File: src/rtl/fifo_drain_reader.sv
`default_nettype none
// ============================================================================
// Module   : fifo_drain_reader
// Purpose  : Pops words from a show-ahead FIFO and presents them on a
//            valid/ready stream, pacing reads so the FIFO flags can settle.
// Revision : 1.0 - initial release
// ============================================================================
module fifo_drain_reader #(
    parameter int DATA_WIDTH    = 32,
    parameter int SETTLE_CYCLES = 1,
    parameter int COUNT_WIDTH   = 16
) (
    input  logic                   clk,
    input  logic                   reset,
    input  logic                   enable,
    input  logic                   fifo_empty,
    input  logic [DATA_WIDTH-1:0]  fifo_output_data,
    output logic                   fifo_read,
    output logic [DATA_WIDTH-1:0]  out_data,
    output logic                   out_valid,
    input  logic                   out_ready,
    output logic [COUNT_WIDTH-1:0] pop_count,
    output logic                   idle
);

    localparam int                   SETTLE_W    = (SETTLE_CYCLES < 2) ? 1 : $clog2(SETTLE_CYCLES + 1);
    localparam logic [SETTLE_W-1:0]  SETTLE_LOAD = SETTLE_W'(SETTLE_CYCLES);

    typedef enum logic [1:0] {
        ST_IDLE   = 2'd0,
        ST_POP    = 2'd1,
        ST_SETTLE = 2'd2
    } state_t;

    state_t                  state_q, state_d;
    logic [SETTLE_W-1:0]     settle_q, settle_d;
    logic                    fifo_read_q, fifo_read_d;
    logic [DATA_WIDTH-1:0]   out_data_q, out_data_d;
    logic                    out_valid_q, out_valid_d;
    logic [COUNT_WIDTH-1:0]  pop_count_q, pop_count_d;

    always_comb begin
        state_d     = state_q;
        settle_d    = settle_q;
        out_data_d  = out_data_q;
        out_valid_d = out_valid_q;
        pop_count_d = pop_count_q;

        if (out_valid_q && out_ready) begin
            out_valid_d = 1'b0;
        end

        case (state_q)
            ST_IDLE: begin
                // Only pop into an empty output register, so nothing is overwritten.
                if (enable && !fifo_empty && !out_valid_q) begin
                    state_d = ST_POP;
                end
            end
            ST_POP: begin
                state_d     = ST_SETTLE;
                settle_d    = SETTLE_LOAD;
                out_data_d  = fifo_output_data;
                out_valid_d = 1'b1;
                pop_count_d = pop_count_q + COUNT_WIDTH'(1);
            end
            ST_SETTLE: begin
                if (settle_q <= SETTLE_W'(1)) begin
                    settle_d = '0;
                    state_d  = ST_IDLE;
                end else begin
                    settle_d = settle_q - SETTLE_W'(1);
                end
            end
            default: begin
                state_d  = ST_IDLE;
                settle_d = '0;
            end
        endcase

        fifo_read_d = (state_d == ST_POP);
    end

    always_ff @(posedge clk or negedge reset) begin
        if (!reset) begin
            state_q     <= ST_IDLE;
            settle_q    <= '0;
            fifo_read_q <= 1'b0;
            out_data_q  <= '0;
            out_valid_q <= 1'b0;
            pop_count_q <= '0;
        end else begin
            state_q     <= state_d;
            settle_q    <= settle_d;
            fifo_read_q <= fifo_read_d;
            out_data_q  <= out_data_d;
            out_valid_q <= out_valid_d;
            pop_count_q <= pop_count_d;
        end
    end

    assign fifo_read = fifo_read_q;
    assign out_data  = out_data_q;
    assign out_valid = out_valid_q;
    assign pop_count = pop_count_q;
    assign idle      = (state_q == ST_IDLE) && !out_valid_q;

endmodule
`default_nettype wire

File: config.mk
export PLATFORM = sky130hd
export DESIGN_NAME = fifo_drain_reader
export DESIGN_NICKNAME = d
export VERILOG_FILES = /design/src/rtl/fifo_drain_reader.sv
export SDC_FILE = /design/constraint.sdc
export NUM_CORES = 1
export LEC_CHECK = 0
export CAP_MARGIN = 0
export CORE_MARGIN = 10
export CORE_UTILIZATION = 45
export CTS_CLUSTER_DIAMETER = 80
export DETAILED_ROUTE_END_ITERATION = 8
export GPL_ROUTABILITY_DRIVEN = 0
export PLACE_DENSITY = 0.9
export SYNTH_ARGS = -nofsm -noshare
export SYNTH_HDL_FRONTEND = slang
export SYNTH_SLANG_ARGS = --single-unit
export TNS_END_PERCENT = 100
File: constraint.sdc
create_clock -name clk -period 2.78 [get_ports clk]
set_input_delay 0.417 -clock clk [delete_from_list [all_inputs] [get_ports clk]]
set_output_delay 0.417 -clock clk [all_outputs]
set_load 0.03 [all_outputs]
==> results of run 1 <==
-- routing by layer --
metal	global-route usage (%)	vias up	part of all wire (%)
li1	-	645	-
met1	14.30	663	40
met2	20.57	60	47
met3	7.116	7	11
met4	4.638	0	1.6
met5	0	-	0
-- kinds of logic (layout without fill, tap and decap cells) --
kind of cell / Yosys count / after routing / synth area share [%]
flops: 52 / 52 / 63.96
fa+ha+maj: 1 / 1 / 0.6149
buf+inv: 6 / 98 / 2.275
simple gates: 27 / 27 / 8.057
compound gates: 1 / 1 / 0.3691
mux: 33 / 33 / 18.27
xor+xnor: 15 / 15 / 6.457
-- cells in the mapped netlist, drive strengths merged --
master / n / area [um2]
ha: 1 / 12.51
and4: 1 / 8.760
nor3: 3 / 20.02
xnor2: 10 / 87.58
and3: 2 / 12.51
buf: 5 / 42.53
and3b: 2 / 17.52
nor2: 3 / 11.26
a21o: 1 / 7.510
dfrtp: 52 / 1301
nand2: 3 / 11.26
mux2: 33 / 371.6
inv: 1 / 3.750
xor2: 5 / 43.79
nor2b: 1 / 8.760
nand3: 7 / 40.04
nand4: 3 / 18.77
nand4b: 1 / 8.760
and2: 1 / 6.260
-- final timing paths --
| kind | startpoint | end | slack (ns) | depth (start not counted) |
|---|---|---|---|---|
| min reg2reg | pop_count[15] | pop_count[15] | 0.48 | 1 |
| max | state_q[1] | idle | 0.61 | 2 |
| min | reset | out_data[12] | 0.22 | 2 |
| max reg2reg | state_q[1] | out_data[17] | 1.03 | 3 |
| max in group asynchronous | reset | out_data[2] | 2.13 | 2 |
| min in group clk | pop_count[15] | pop_count[15] | 0.48 | 1 |
-- power by group through the flow --
stage / combinational [mW] / sequential, mW / clock [mW]
after floorplan: 0.239 / 1.52 / 0
after CTS: 1.23 / 1.10 / 0.452
after global placement: 1.21 / 1.10 / 0
after global routing: 1.27 / 1.13 / 0.493
after detailed placement: 1.23 / 1.12 / 0
final: 1.21 / 1.10 / 0.437
-- critical path: stages, from the launching register on --
cell and delay [ns]:
dfrtp_1 0.42, nor3_1 0.30, clkdlybuf4s50_1 0.74
-- placed cells by master, fill, tap and decap left out, types with 2 or more instances in the layout --
cell and instances:
clkdlybuf4s50_1 86, dfrtp_1 52, mux2_2 33, xnor2_1 10, nand3_1 6, clkbuf_8 6, xor2_1 5, nand4_1 3
nor2_1 3, nand2_1 3, nor3_1 2, and3b_1 2, and3_1 2, buf_4 2
-- through the flow --
stage / cells / total power [mW] / util [%] / cell area (um2) / worst slack, ns
6_report: 279 / 2.748 / 69.74 / 3037 / 0.6100
5_1_grt: 279 / 2.897 / 69.74 / 3037 / 0.4814
4_1_cts: 279 / 2.788 / 69.74 / 3037 / 0.5686
3_5_place_dp: 271 / 2.347 / 67.59 / 2943 / 0.9050
3_3_place_gp: 271 / 2.311 / 67.59 / 2943 / 0.9452
2_1_floorplan: 135 / 1.764 / - / 2034 / 1.119
-- registers in the layout, indices dropped and copies added, names as in the netlist --
register,count
pop_count,16
state_q,2
out_valid,1
out_data,32
fifo_read,1
-- final cells by class --
type / instances / area [um2] / area share [%]
multi-input combinational: 77 / 691.9 / 22.79
sequential: 52 / 1301 / 42.85
timing repair buffer: 89 / 880.8 / 29.01
inverter: 1 / 3.754 / 0.1236
clock buffer: 7 / 86.33 / 2.843
tap: 52 / 65.06 / 2.143
clock inverter: 1 / 7.507 / 0.2472
==> run_results.csv, run 1 <==
group,metric,value,unit
clock_tree,insertion_delay,0.30,ns
detailed_routing,drtIter0Drc,39,
setup_path,endpoint_kind,"primary output",
detailed_routing,routed_wirelength,4956,um
floorplan,die_w,87.24,um
clock_tree,cts.sinks,52,
floorplan,die_h,87.24,um
place,dp_hpwl,3840,um
outcome,status,"finished, final reports clean",
worst_hold_path,hp-class,"in -> async",
pwr,power_switching,1.014,mW
grt,grt_pass1_vias,1491,
detailed_routing,vias_per_cell,4.928,
detailed_routing,ant_nets,0,
clock_tree,post_cts_resized,0,
cells_and_area,areaGrowthSynthToFinish,49.26,%
sta,rsz0062_at_grt,"no",
pwr,p_leak,1.285,nW
sta,slew_violations,0,
cells_and_area,nFillCells,311,
clock_tree,cts_setup_buffers,0,
clock_tree,cts.reportedPaths.clkPinSlew,0.09,ns
clock_tree,cts.path.max_buffers,2,
pwr,vdd_drop_max,0.5712,mV
detailed_routing,wl_per_cell,17.76,um
sta,fin_hold_ws,0.2221,ns
detailed_routing,vias,1375,
sta,fmax,460.8,MHz
sta,finalHoldViolations,0,
logic_synthesis,ys_warn_count,0,
pwr,p_per_area,904.9,nW/um2
clock_tree,numCtsBuffers,5,
grt,grt_max_degree,53,
cells_and_area,n_antenna_cell,0,
sta,setup_tns,0,ns
floorplan,initial_core_util,46.72,%
floorplan,coreArea,4354,um2
sta,worstMarginPinSlew,0.6352,ns
logic_synthesis,syn-num-nets,173,
setup_path,cp.arrival,1.75,ns
floorplan,fp-row-count,24,
place,io_buffers,87,
logic_synthesis,avgSynthCellArea,15.07,um2
pwr,intPower,1.734,mW
clock_tree,cts.hold.buffers_added,0,
sta,clock_skew,0.003695,ns
clock_tree,cts.htree.levels,2,
sta,maxSlewHeadroom,57.65,%
sta,setup_viol,0,
grt,grt_pass1_wl,7734,um
grt,gr-total-overflow,0,
pwr,p_comb_share,44.1,%
logic_synthesis,yosysSeqAreaShare,63.96,%
cells_and_area,layout.nets,264,
setup_path,start_kind,"flop",
sta,period_needed,2.170,ns
run,cap_violations,0,
setup_path,critPathMaxFanout,3,
setup_path,crit_type,"reg -> out",
pwr,p_clk_share,15.9,%
clock_tree,root_buffer,"clkbuf_8",
sta,period_share,78.06,%
detailed_routing,firstDrtPassIters,2,
floorplan,io_pins,88,
logic_synthesis,synth_cell_type_count,23,
pwr,power.share.switching,36.89,%
grt,track_usage,12.96,%
pwr,seqPwrFrac,39.9,%
logic_synthesis,syn-cell-area,2034,um2
logic_synthesis,netlist_instances,135,
clock_tree,cts_tree,"built",
cells_and_area,drive_gt1_share,20.26,%
detailed_routing,drc,0,
floorplan,die-area,7611,um2
logic_synthesis,synth.ff_latch_count,52,
setup_path,crit_required,2.36,ns
grt,grt_antenna_before_repair,0,
No activity file was read; power rests on OpenSTA's default activity.
==> run 2: changes to the inputs <==
--- a/config.mk
+++ b/config.mk
@@ -7,11 +7,11 @@
 export LEC_CHECK = 0
 export CAP_MARGIN = 0
 export CORE_MARGIN = 10
-export CORE_UTILIZATION = 45
+export CORE_UTILIZATION = 38
 export CTS_CLUSTER_DIAMETER = 80
 export DETAILED_ROUTE_END_ITERATION = 8
 export GPL_ROUTABILITY_DRIVEN = 0
-export PLACE_DENSITY = 0.9
+export PLACE_DENSITY = 0.81
 export SYNTH_ARGS = -nofsm -noshare
 export SYNTH_HDL_FRONTEND = slang
 export SYNTH_SLANG_ARGS = --single-unit
==> constraint.sdc (replaced) <==
create_clock -name clk -period 1.97 [get_ports clk]
set_input_delay 0.2955 -clock clk [delete_from_list [all_inputs] [get_ports clk]]
set_output_delay 0.2955 -clock clk [all_outputs]
set_load 0.03 [all_outputs]
==> run 2 against run 1 <==
  * Sequential power up 41%
  * Clock power up 38%
  * Critical endpoint is now pop_count[2]
  * Global-route usage down 1.7 points
  * Highest routed layer unchanged
  * Non-clock buffer count up 2
==> run_results.csv, run 2 (synthesis results as in run 1) <==
group,metric,value,unit
sta,clock_skew,0.003901,ns
sta,maxSlewHeadroom,64.47,%
grt,met2_usage,18.05,%
place,place_ws,0.2495,ns
worst_hold_path,hp-class,"reg -> reg",
setup_path,crit_buf_inv,1,
floorplan,die-area,8681,um2
floorplan,coreArea,5140,um2
cells_and_area,multi_input_area,691.9,um2
floorplan,fp-row-count,26,
clock_tree,insertion_delay,0.29,ns
worst_hold_path,holdPathStages,1,
grt,grtUsageMet1,13.10,%
grt,grt_antenna_before_repair,0,
cells_and_area,nFillCells,457,
cells_and_area,utilization,60.00,%
clock_tree,numCtsBuffers,5,
pwr,vdd_drop_max,0.7068,mV
detailed_routing,wl_per_cell,16.08,um
floorplan,die_w,93.17,um
cells_and_area,largest_reg_flops,32,
cells_and_area,areaGrowthSynthToFinish,51.60,%
grt,grt_max_degree,31,
clock_tree,cts.htree.levels,2,
sta,setup_slack,0.2272,ns
sta,setup_tns,0,ns
setup_path,cp.depth,1,
sta,worstMarginPinSlew,0.5330,ns
setup_path,crit_type,"reg -> out",
setup_path,start_kind,"flop",
detailed_routing,vias_per_cell,4.719,
floorplan,io_pins,88,
setup_path,path_cells,"clkdlybuf4s50_1",
cells_and_area,n_antenna_cell,0,
cells_and_area,register_area,1301,um2
run,cap_violations,0,
detailed_routing,firstDrtPassIters,3,
detailed_routing,routed_wirelength,4809,um
grt,grt.met3_usage,5.596,%
detailed_routing,ant_nets,0,
setup_path,endpoint_kind,"primary output",
grt,gr-total-overflow,0,
place,dp_hpwl,3786,um
sta,fin_hold_ws,0.4950,ns
setup_path,critical-path-max-stage-delay,0.72,ns
cells_and_area,layout.nets,266,
setup_path,crit_required,1.67,ns
floorplan,initial_core_util,39.58,%
detailed_routing,vias,1411,
grt,track_usage,11.23,%
clock_tree,cts_tree,"built",
grt,grt_pass1_vias,1579,
sta,slew_violations,0,
setup_path,crit_slowest_cell,"clkdlybuf4s50_1",
clock_tree,cts.path.max_buffers,2,
clock_tree,root_buffer,"clkbuf_8",
cells_and_area,final_cell_mix,"clkdlybuf4s50_1 (85), dfrtp_1 (52), mux2_2 (33)",
setup_path,critPathTopFamily,"buffers and inverters",
cells_and_area,final_common_cell,"clkdlybuf4s50_1",
grt,grt_busiest_layer,"met2",
pwr,p_leak,1.301,nW
setup_path,r2r_cells,3,
sta,finalHoldViolations,0,
clock_tree,cts.sinks,52,
sta,setup_viol,0,
detailed_routing,drtIter0Drc,13,
sta,rsz0062_at_grt,"no",
grt,grt_pass1_wl,7948,um
detailed_routing,drc,0,
setup_path,critPathMaxFanout,5,
setup_path,cp.arrival,1.45,ns
cells_and_area,drive_gt1_share,20.09,%
clock_tree,cts.reportedPaths.clkPinSlew,0.09,ns
sta,fmax,573.8,MHz
clock_tree,cts_setup_buffers,0,
place,io_buffers,87,
floorplan,die_h,93.17,um
pwr,p_per_area,1253,nW/um2
sta,period_needed,1.743,ns
cells_and_area,design_area,3084,um2
place,dpl_cell_area,2985,um2
outcome,status,"finished, final reports clean",
sta,period_share,88.47,%
==> run 2: cell types whose count changed in the layout (fill, tap and decap cells not counted) <==
cell	delta
dlygate4sd3_1	+1
clkinvlp_4	-1
clkdlybuf4s50_1	-1
buf_12	+1
dlygate4sd2_1	+1
clkbuf_1	+1
==> run 2: worst paths after layout <==
path                                from            end  slack [ns]
setup reg to reg              state_q[0]   out_data[14]        0.52
max in group asynchronous          reset   pop_count[2]        0.91
setup / recovery            pop_count[2]   pop_count[2]        0.23
hold / removal             pop_count[15]  pop_count[15]        0.50
hold reg to reg            pop_count[15]  pop_count[15]        0.50
min in group asynchronous          reset    out_data[8]        0.52
==> run 2: layout make-up <==
type	count	area share, %
flip-flops and latches	52	42.19
repair buffers	91	29.49
multi-input cells	77	22.43
clock buffers	8	2.921
well taps	70	2.840
inverters	1	0.1217
==> run 2: power breakdown <==
part	switching [mW]	total, mW	leakage [nW]	internal (mW)
combinational	0.911	1.71	0.610	0.799
sequential	0.187	1.55	0.645	1.36
clock	0.316	0.603	0.0455	0.287
==> run 2: per-layer routing <==
layer | part of all wire [%] | up-vias
met1 | 42 | 699
met3 | 10 | 2
met2 | 47 | 56
li1 | - | 654
met5 | 0 | -
met4 | 0.37 | 0
==> run 2: what timing repair did <==
action | 4_1_cts | 5_1_grt
resized for setup | 1 | 0
endpoints found under the setup margin | 1 | 0
hold buffers | 1 | 0
endpoints found under the hold margin | 22 | 0
==> run 2: metrics by stage <==
stage / std cells / total power [mW]
finish: 299 / 3.864
global route: 299 / 4.077
CTS: 299 / 3.934
detailed placement: 290 / 3.314
global placement: 290 / 3.272
floorplan: 135 / 2.489
